File: config.mk
export PLATFORM = sky130hd
export DESIGN_NAME = ibuf_skew_ctrl
export DESIGN_NICKNAME = d
export VERILOG_FILES = /design/src/rtl/systola_pkg.sv /design/src/rtl/ibuf_row_gate.sv /design/src/rtl/ibuf_skew_ctrl.sv
export SDC_FILE = /design/constraint.sdc
export NUM_CORES = 1
export LEC_CHECK = 0
export CAP_MARGIN = 0
export CORE_MARGIN = 10
export CORE_UTILIZATION = 50
export CTS_BUF_LIST = sky130_fd_sc_hd__clkbuf_16
export CTS_CLUSTER_SIZE = 14
export DETAILED_ROUTE_END_ITERATION = 10
export PLACE_DENSITY = 0.81
export SYNTH_ARGS = -nofsm -noshare
export SYNTH_HDL_FRONTEND = slang
export SYNTH_SLANG_ARGS = --single-unit
File: constraint.sdc
create_clock -name clk -period 4.1 [get_ports clk]
set_clock_uncertainty 0.05 [all_clocks]
set_input_delay 0.615 -clock clk [delete_from_list [all_inputs] [get_ports clk]]
set_output_delay 0.615 -clock clk [all_outputs]
set_load 0.02 [all_outputs]
File: src/rtl/systola_pkg.sv
// Shared types and default widths for the systolic input-buffer skew controller.
package systola_pkg;

  typedef enum logic [1:0] {
    ST_IDLE  = 2'd0,
    ST_RUN   = 2'd1,
    ST_DRAIN = 2'd2
  } state_e;

  localparam int DEF_DW    = 8;
  localparam int DEF_LEN_W = 8;
  localparam int MIN_ROWS  = 2;
  localparam int MAX_ROWS  = 16;

endpackage

File: src/rtl/ibuf_row_gate.sv
// One row of the skew triangle: decides whether the row is due in step t and
// registers the row's data/valid toward the systolic array.
module ibuf_row_gate
  import systola_pkg::*;
#(
  parameter int ROW   = 0,
  parameter int DW    = DEF_DW,
  parameter int LEN_W = DEF_LEN_W
) (
  input  logic             clk,
  input  logic             rstn,
  input  logic [LEN_W+3:0] t,
  input  logic [LEN_W-1:0] len,
  input  logic             rd,
  input  logic             fill,
  input  logic [DW-1:0]    din,
  output logic             due,
  output logic [DW-1:0]    dout,
  output logic             dvalid
);

  localparam int CW = LEN_W + 5;

  logic [CW-1:0] t_w;
  logic [CW-1:0] lo_w;
  logic [CW-1:0] hi_w;
  logic [DW-1:0] dout_q, dout_d;
  logic          dvalid_q, dvalid_d;

  // One extra bit over t so ROW+len never wraps at the largest len.
  assign t_w  = CW'(t);
  assign lo_w = CW'(ROW);
  assign hi_w = lo_w + CW'(len);
  assign due  = (t_w >= lo_w) && (t_w < hi_w);

  always_comb begin
    dout_d   = dout_q;
    dvalid_d = 1'b0;
    if (rd) begin
      dout_d   = din;
      dvalid_d = 1'b1;
    end else if (fill) begin
      dout_d   = '0;
      dvalid_d = 1'b1;
    end
  end

  always_ff @(posedge clk or negedge rstn) begin
    if (!rstn) begin
      dout_q   <= '0;
      dvalid_q <= 1'b0;
    end else begin
      dout_q   <= dout_d;
      dvalid_q <= dvalid_d;
    end
  end

  assign dout   = dout_q;
  assign dvalid = dvalid_q;

endmodule

File: src/rtl/ibuf_skew_ctrl.sv
// Drains ROWS input buffers into a systolic array with a one-cycle-per-row skew.
// Optional macro SKEW_ZERO_FILL_EN: zero-pads non-due rows with dvalid=1.
module ibuf_skew_ctrl
  import systola_pkg::*;
#(
  parameter int ROWS  = 4,
  parameter int DW    = DEF_DW,
  parameter int LEN_W = DEF_LEN_W
) (
  input  logic                    clk,
  input  logic                    rstn,
  input  logic                    start,
  input  logic [LEN_W-1:0]        len,
  input  logic [ROWS-1:0]         empty,
  input  logic [ROWS-1:0][DW-1:0] din,
  output logic [ROWS-1:0]         read,
  output logic [ROWS-1:0][DW-1:0] dout,
  output logic [ROWS-1:0]         dvalid,
  output logic                    busy,
  output logic                    done
);

  localparam int TW = LEN_W + 4;
  localparam int CW = LEN_W + 5;

  state_e           state_q, state_d;
  logic [TW-1:0]    t_q, t_d;
  logic [LEN_W-1:0] len_q, len_d;
  logic             busy_q, busy_d;
  logic             done_q, done_d;

  logic [ROWS-1:0]  due;
  logic [ROWS-1:0]  fill;
  logic             run;
  logic             stall;
  logic             advance;
  logic [CW-1:0]    last_t;
  logic             last_step;

  // A due row with an empty buffer freezes the whole wavefront.
  assign run       = (state_q == ST_RUN);
  assign stall     = run && |(due & empty);
  assign advance   = run && !stall;
  assign last_t    = CW'(len_q) + CW'(ROWS - 2);
  assign last_step = (CW'(t_q) == last_t);
  assign read      = advance ? due : '0;

`ifdef SKEW_ZERO_FILL_EN
  assign fill = advance ? ~due : '0;
`else
  assign fill = '0;
`endif

  always_comb begin
    state_d = state_q;
    t_d     = t_q;
    len_d   = len_q;
    busy_d  = busy_q;
    done_d  = 1'b0;
    unique case (state_q)
      ST_IDLE: begin
        if (start) begin
          len_d = len;
          if (len != '0) begin
            state_d = ST_RUN;
            t_d     = '0;
            busy_d  = 1'b1;
          end else begin
            done_d = 1'b1;
          end
        end
      end
      ST_RUN: begin
        if (advance) begin
          if (last_step) begin
            state_d = ST_DRAIN;
            done_d  = 1'b1;
          end else begin
            t_d = t_q + 1'b1;
          end
        end
      end
      ST_DRAIN: begin
        state_d = ST_IDLE;
        busy_d  = 1'b0;
      end
      default: begin
        state_d = ST_IDLE;
        busy_d  = 1'b0;
      end
    endcase
  end

  always_ff @(posedge clk or negedge rstn) begin
    if (!rstn) begin
      state_q <= ST_IDLE;
      t_q     <= '0;
      len_q   <= '0;
      busy_q  <= 1'b0;
      done_q  <= 1'b0;
    end else begin
      state_q <= state_d;
      t_q     <= t_d;
      len_q   <= len_d;
      busy_q  <= busy_d;
      done_q  <= done_d;
    end
  end

  assign busy = busy_q;
  assign done = done_q;

  for (genvar r = 0; r < ROWS; r++) begin : g_row
    ibuf_row_gate #(
      .ROW  (r),
      .DW   (DW),
      .LEN_W(LEN_W)
    ) u_row (
      .clk   (clk),
      .rstn  (rstn),
      .t     (t_q),
      .len   (len_q),
      .rd    (read[r]),
      .fill  (fill[r]),
      .din   (din[r]),
      .due   (due[r]),
      .dout  (dout[r]),
      .dvalid(dvalid[r])
    );
  end

endmodule
Yosys cells after proc, flatten, opt, wreduce, memory -nomap -nowiden --
Index checks and enable logic that the tools add are counted.
Operators by class: eq/ne operators 7, add/sub/neg operators 4, bitwise operators 2, reductions and logical operators 15, $lt $le $gt $ge 8, multiplexer cells 23
Operators with widths (number):
- 2-to-1 mux 12 bit | 4
- < comparator 12 x 13 -> 1 bit | 3
- greater-or-equal comparator 12 x 1 -> 1 bit, second input constant | 2
- greater-or-equal comparator 12 x 2 -> 1 bit, second input constant | 2
- one-hot mux 12 bit (2 select lines) | 1
- adder 2 x 8 -> 9 bit, first input constant | 2
- equality test 12 x 13 -> 1 bit | 1
- adder 12 x 1 -> 12 bit, second input constant | 1
- < comparator 12 x 8 -> 1 bit | 1
- 2-to-1 mux 1 bit | 10
- adder 1 x 8 -> 9 bit, first input constant | 1
- 2-to-1 mux 2 bit | 4
- nonzero test 8 bit | 1
- logical AND 1 bit | 6
- inequality test 2 bit, second input constant | 3
- AND reduction 5 bit | 1
- bitwise AND 4 bit | 1
- 2-to-1 mux 4 bit | 1
- inequality test 2 x 1 -> 1 bit, second input constant | 2
- one-hot mux 1 bit (2 select lines) | 2
- one-hot mux 2 bit (2 select lines) | 1
- AND reduction 4 bit | 1
- OR reduction 4 bit | 1
- AND reduction 3 bit | 1
- 6 further kinds | 6
Storage, ports and cells: output and inout port bits 42, bits in registers 60, bits of input ports 47, word-level logic and storage cells 72

Logic depth before layout (Yosys ltp) --
Gate-level depths: netlist of run 1.
depth after elaboration 10, depth in mapped cells 14, mapped depth without buffers 13

Hierarchy --
From an unflattened synthesis of run 1, not the netlist that was laid out.
Unflattened totals: cell total of the unflattened synthesis 376, area total of the unflattened synthesis 3883.7 µm²
Modules (own cells, without submodules):
- ibuf_skew_ctrl | sequential area each 600.6 µm², cells an instance 150, area each 1524.0 µm², times used 1
- ibuf_row_gate (g_row[1].u_row) | sequential area each 225.2 µm², cells an instance 60, area each 630.6 µm², times used 1
- ibuf_row_gate (g_row[3].u_row) | sequential area each 225.2 µm², cells an instance 63, area each 620.6 µm², times used 1
- ibuf_row_gate (g_row[2].u_row) | sequential area each 225.2 µm², cells an instance 58, area each 608.1 µm², times used 1
- ibuf_row_gate (g_row[0].u_row) | sequential area each 225.2 µm², cells an instance 45, area each 500.5 µm², times used 1

Worst setup path after synthesis of run 1 --
No wires, ideal clock.
path type register -> output, from register len_q[3], to output port read[1], stages on the path, launching flop included 14, setup slack 0.219 ns, arrival time 3.216 ns, path buffers 2, path through dfrtp_1 clkbuf_1 clkinv_1 nor4_1 nor2b_1 xnor2_1 ha_1 o21a_1 o211ai_1 a31oi_1 nor2_1 a221o_1 nor4_4 buf_4
Between the ends: word-level cells in the longest chain between the ends 9, elaborated cells on any way between the ends 17
Ends and longest elaborated chain:
- start: declaration | RTL line ibuf_skew_ctrl.sv:28 | logic [LEN_W-1:0] len_q, len_d;
- start signal: assignment | RTL line ibuf_skew_ctrl.sv:104 | len_q <= len_d;
- adder 1 x 8 -> 9 bit / adder 2 x 8 -> 9 bit (equally long branches) | RTL line ibuf_row_gate.sv:33 | assign hi_w = lo_w + CW'(len);
- < comparator 12 x 13 -> 1 bit | RTL line ibuf_row_gate.sv:34 | assign due = (t_w >= lo_w) && (t_w < hi_w);
- logical AND 1 bit | RTL line ibuf_row_gate.sv:34
- bitwise AND 4 bit | RTL line ibuf_skew_ctrl.sv:42 | assign stall = run && |(due & empty);
- OR reduction 4 bit | RTL line ibuf_skew_ctrl.sv:42
- logical AND 1 bit | RTL line ibuf_skew_ctrl.sv:42
- zero test 1 bit | RTL line ibuf_skew_ctrl.sv:43 | assign advance = run && !stall;
- logical AND 1 bit | RTL line ibuf_skew_ctrl.sv:43
- 2-to-1 mux 4 bit * | RTL line ibuf_skew_ctrl.sv:46 | assign read = advance ? due : '0;
- end: declaration | RTL line ibuf_skew_ctrl.sv:16 | output logic [ROWS-1:0] read,
Mark *: on every way between the ends. The rest lies on a longest branch, timed or not.

Final worst setup path of run 1 --
from register len_q[0], to output port read[1]
Same word-level chain as after synthesis.

==> results of run 1 <==
timing repair:
item,in CTS,in global routing
gates resized for setup,6,9
hold buffers,0,0
setup endpoints to repair,4,4
area by class of cell:
cell class,count,area (um^2)
Tap cell,99,123.9
Inverter,18,67.56
Fill cell,525,2168
Timing Repair Buffer,106,991.0
Multi-Input combinational cell,251,2007
Clock buffer,9,225.2
Sequential cell,60,1501
Clock inverter,7,91.34
critical path, delay by kind of cell, from the launching register on:
family	cells	cell delay (ns)
compound gates	4	0.72
flops	1	0.47
simple gates	3	0.60
buf+inv	2	0.36
xor+xnor	1	0.11
fa+ha+maj	2	0.58
power by group:
| part | switching, uW | internal (uW) | total, uW |
|---|---|---|---|
| registers | 204 | 840 | 1040 |
| logic | 1090 | 1040 | 2130 |
| clock network | 269 | 530 | 799 |
| total | 1570 | 2410 | 3980 |
layer usage:
layer	vias up	global-route usage, %
met5	-	0
met4	0	8.333
met3	22	6.334
met2	84	32.44
met1	1482	19.19
li1	1466	-
how the worst max path moves through the flow:
stage / from / end / cells after the start / slack (ns)
2_1_floorplan: len_q[3] / read[1] / 13 / 0.22
3_3_place_gp: len_q[1] / read[1] / 13 / 0.20
3_5_place_dp: len_q[2] / read[3] / 15 / 0.15
4_1_cts: len_q[1] / read[1] / 13 / 0.09
5_1_grt: len_q[2] / read[1] / 13 / 0.03
6_report: len_q[0] / read[1] / 12 / 0.28
cells in the mapped netlist (2+ instances only):
cell,instances
dfrtp_1,60
ha_1,41
mux2_2,32
nand2_1,32
inv_1,17
nor2_1,16
xnor2_1,16
o21ai_0,15
nand3_1,12
buf_4,8
o31ai_1,8
a21oi_1,7
o311ai_0,7
nor3_1,6
nand4_1,5
nor4_1,5
a211oi_1,4
clkbuf_1,4
nor2b_1,4
a21o_1,3
nand4_2,3
o211ai_1,3
or3_1,3
a31oi_1,2
and3_1,2
buf_2,2
nand2b_1,2
o32ai_1,2
or2_2,2
sequential cells by signal, summed over array words and instances, names as in the netlist:
name,cells
g_row.u_row.dout,32
t_q,12
len_q,8
g_row.u_row.dvalid,4
state_q,2
busy,1
done,1
through the flow:
| step | power [uW] | hold slack, ns |
|---|---|---|
| 2_1_floorplan | 2327 | 0.2694 |
| 3_3_place_gp | 3093 | 0.4114 |
| 3_5_place_dp | 3178 | 0.4246 |
| 4_1_cts | 3995 | 0.2862 |
| 5_1_grt | 4245 | 0.3104 |
| 6_report | 3975 | 0.2684 |
cell families after synthesis:
family                   after synthesis  share of synthesized area, %
adder cells (fa/ha/maj)               41                         14.05
multiplexers                          33                         10.14
XOR/XNOR                              17                         4.077
AO/OA/AOI/OAI                         62                         12.20
buffers and inverters                 32                         4.179
AND/OR/NAND/NOR                       98                         14.25
flip-flops                            60                         41.11
==> metrics.cfg, run 1 <==
[finish]
postLayoutCellArea_mm2 = 0.005007
layout_commonest_cell = clkdlybuf4s50_1
final_core_util_pct = 69.78
drive_above_1_share_pct = 18.18
fin_cells = 550
diodes = 0
area_growth_pct = 37.10
fin_nets = 534
mostFrequentLayoutCells = clkdlybuf4s50_1 (83), dfrtp_1 (60), ha_1 (41)

[routing]
drt-pass1-iter-count = 5
wl_per_cell_um = 17.89
wl_met2_um = 5098
drc = 0
route.met3.wl_um = 654
drtAntennaViolNets = 0
drt-initial-drc-count = 94
vias = 3054
vias_per_cell = 5.553
top_layer = met4
wl_um = 9838
wirelength_met1_um = 3817

[global_routing]
grt_pass1_vias = 3300
grt_usage_pct = 18.34
grt_overflow_total = 0
grt_pass1_wl_um = 16450
antenna_found_initial = 0
grt_max_degree = 32

[logic_synthesis]
yosysSeqAreaShare_pct = 41.11
yosysTopAreaCell = dfrtp_1
yosys_warnings = 0
async_reset_ff_share_pct = 100.0
synth_ff_type = dfrtp_1
synth_area_mm2 = 0.003652
synthCells = 343
synth-seq-cells = 60
synth.distinct_cells = 49
yosys.area.top_type_share_pct = 41.11
synth_edf_count = 0
synthTopCellsByArea = dfrtp_1 (41%), ha_1 (14%), mux2_2 (9.9%)
syn_nets = 431
syn_area_per_cell_um2 = 10.65

[clock_tree]
htree_levels = 3
cts_root_buf = clkbuf_16
cts_made_buffers = 9
clockBufferDepth = 2
cts.reportedPaths.clkPinSlew_ns = 0.06
postCtsSetupRepairBufs = 0
cts_tree = built
clk_latency_ns = 0.32
clock_sink_count = 60

[sta]
layout_min_cycle_time_ns = 3.822
slew-limit-headroom_pct = 55.22
setup_slack_ns = 0.2776
max_slew.worst_pin.slew_ns = 0.6677
fmax_mhz = 261.6
finalHoldViolCount = 0
rsz0062_at_grt = false
tns_ns = 0
slew_violations = 0
setup_viol = 0
min_period_over_period_pct = 93.23

[floorplan]
die_area_mm2 = 0.01112
fp.coreArea_mm2 = 0.007176
dieWidth_um = 105.5
die_y_um = 105.5
num_rows = 31
start_util_pct = 50.90
io_pins = 89

[outcome]
outcome = completed

[placed_design]
postPlaceCellArea_mm2 = 0.004702
io_buffers = 88
dp.cells = 534
gp_congestion = 0.8817
place_ws_ns = 0.1537
dp.final_hpwl_um = 7770

[setup_path]
crit_chain = inv_1 > ha_1 > nor3_1 > xnor2_1 > ha_1 > o211a_1 > o31ai_1 > a31oi_1 > nor2_1 > a221o_1 > nor4_4 > clkbuf_2
reg2reg_to = t_q[3]
rr_worst_depth = 12
cpMostUsedCell = ha_1
critPathKind = reg2out
setup.worst_path.start_class = flop
critical_path.max_fanout = 6
cp_slowest_cell = dfrtp_1
max_stage_delay_ns = 0.47
r2r_setup_slack_ns = 0.55
cp_data_arrival_time_ns = 3.16
r2r-start = len_q[2]
required_ns = 3.43
worstSetupEndpointType = primary output

[power_and_ir_drop]
p_leak_uw = 0.002225
ir_drop_mv = 0.5035
pwr_density_cell_mw_per_mm2 = 793.9

[min_path]
hp-class = in2async

[run]
cap_violations = 0

No activity file was read; power rests on OpenSTA's default activity.
==> run 2, diff against run 1 <==
- CAP_MARGIN: 0 -> 25
- CTS_CLUSTER_SIZE: 14 -> default
==> results of run 2 <==
No change in the layout: final DEF, timing and power equal those of run 1.
==> run 3, diff against run 2 <==
- ABC_CLOCK_PERIOD_IN_PS: default -> 4100
==> results of run 3 <==
No change in the layout: final DEF, timing and power equal those of run 1.
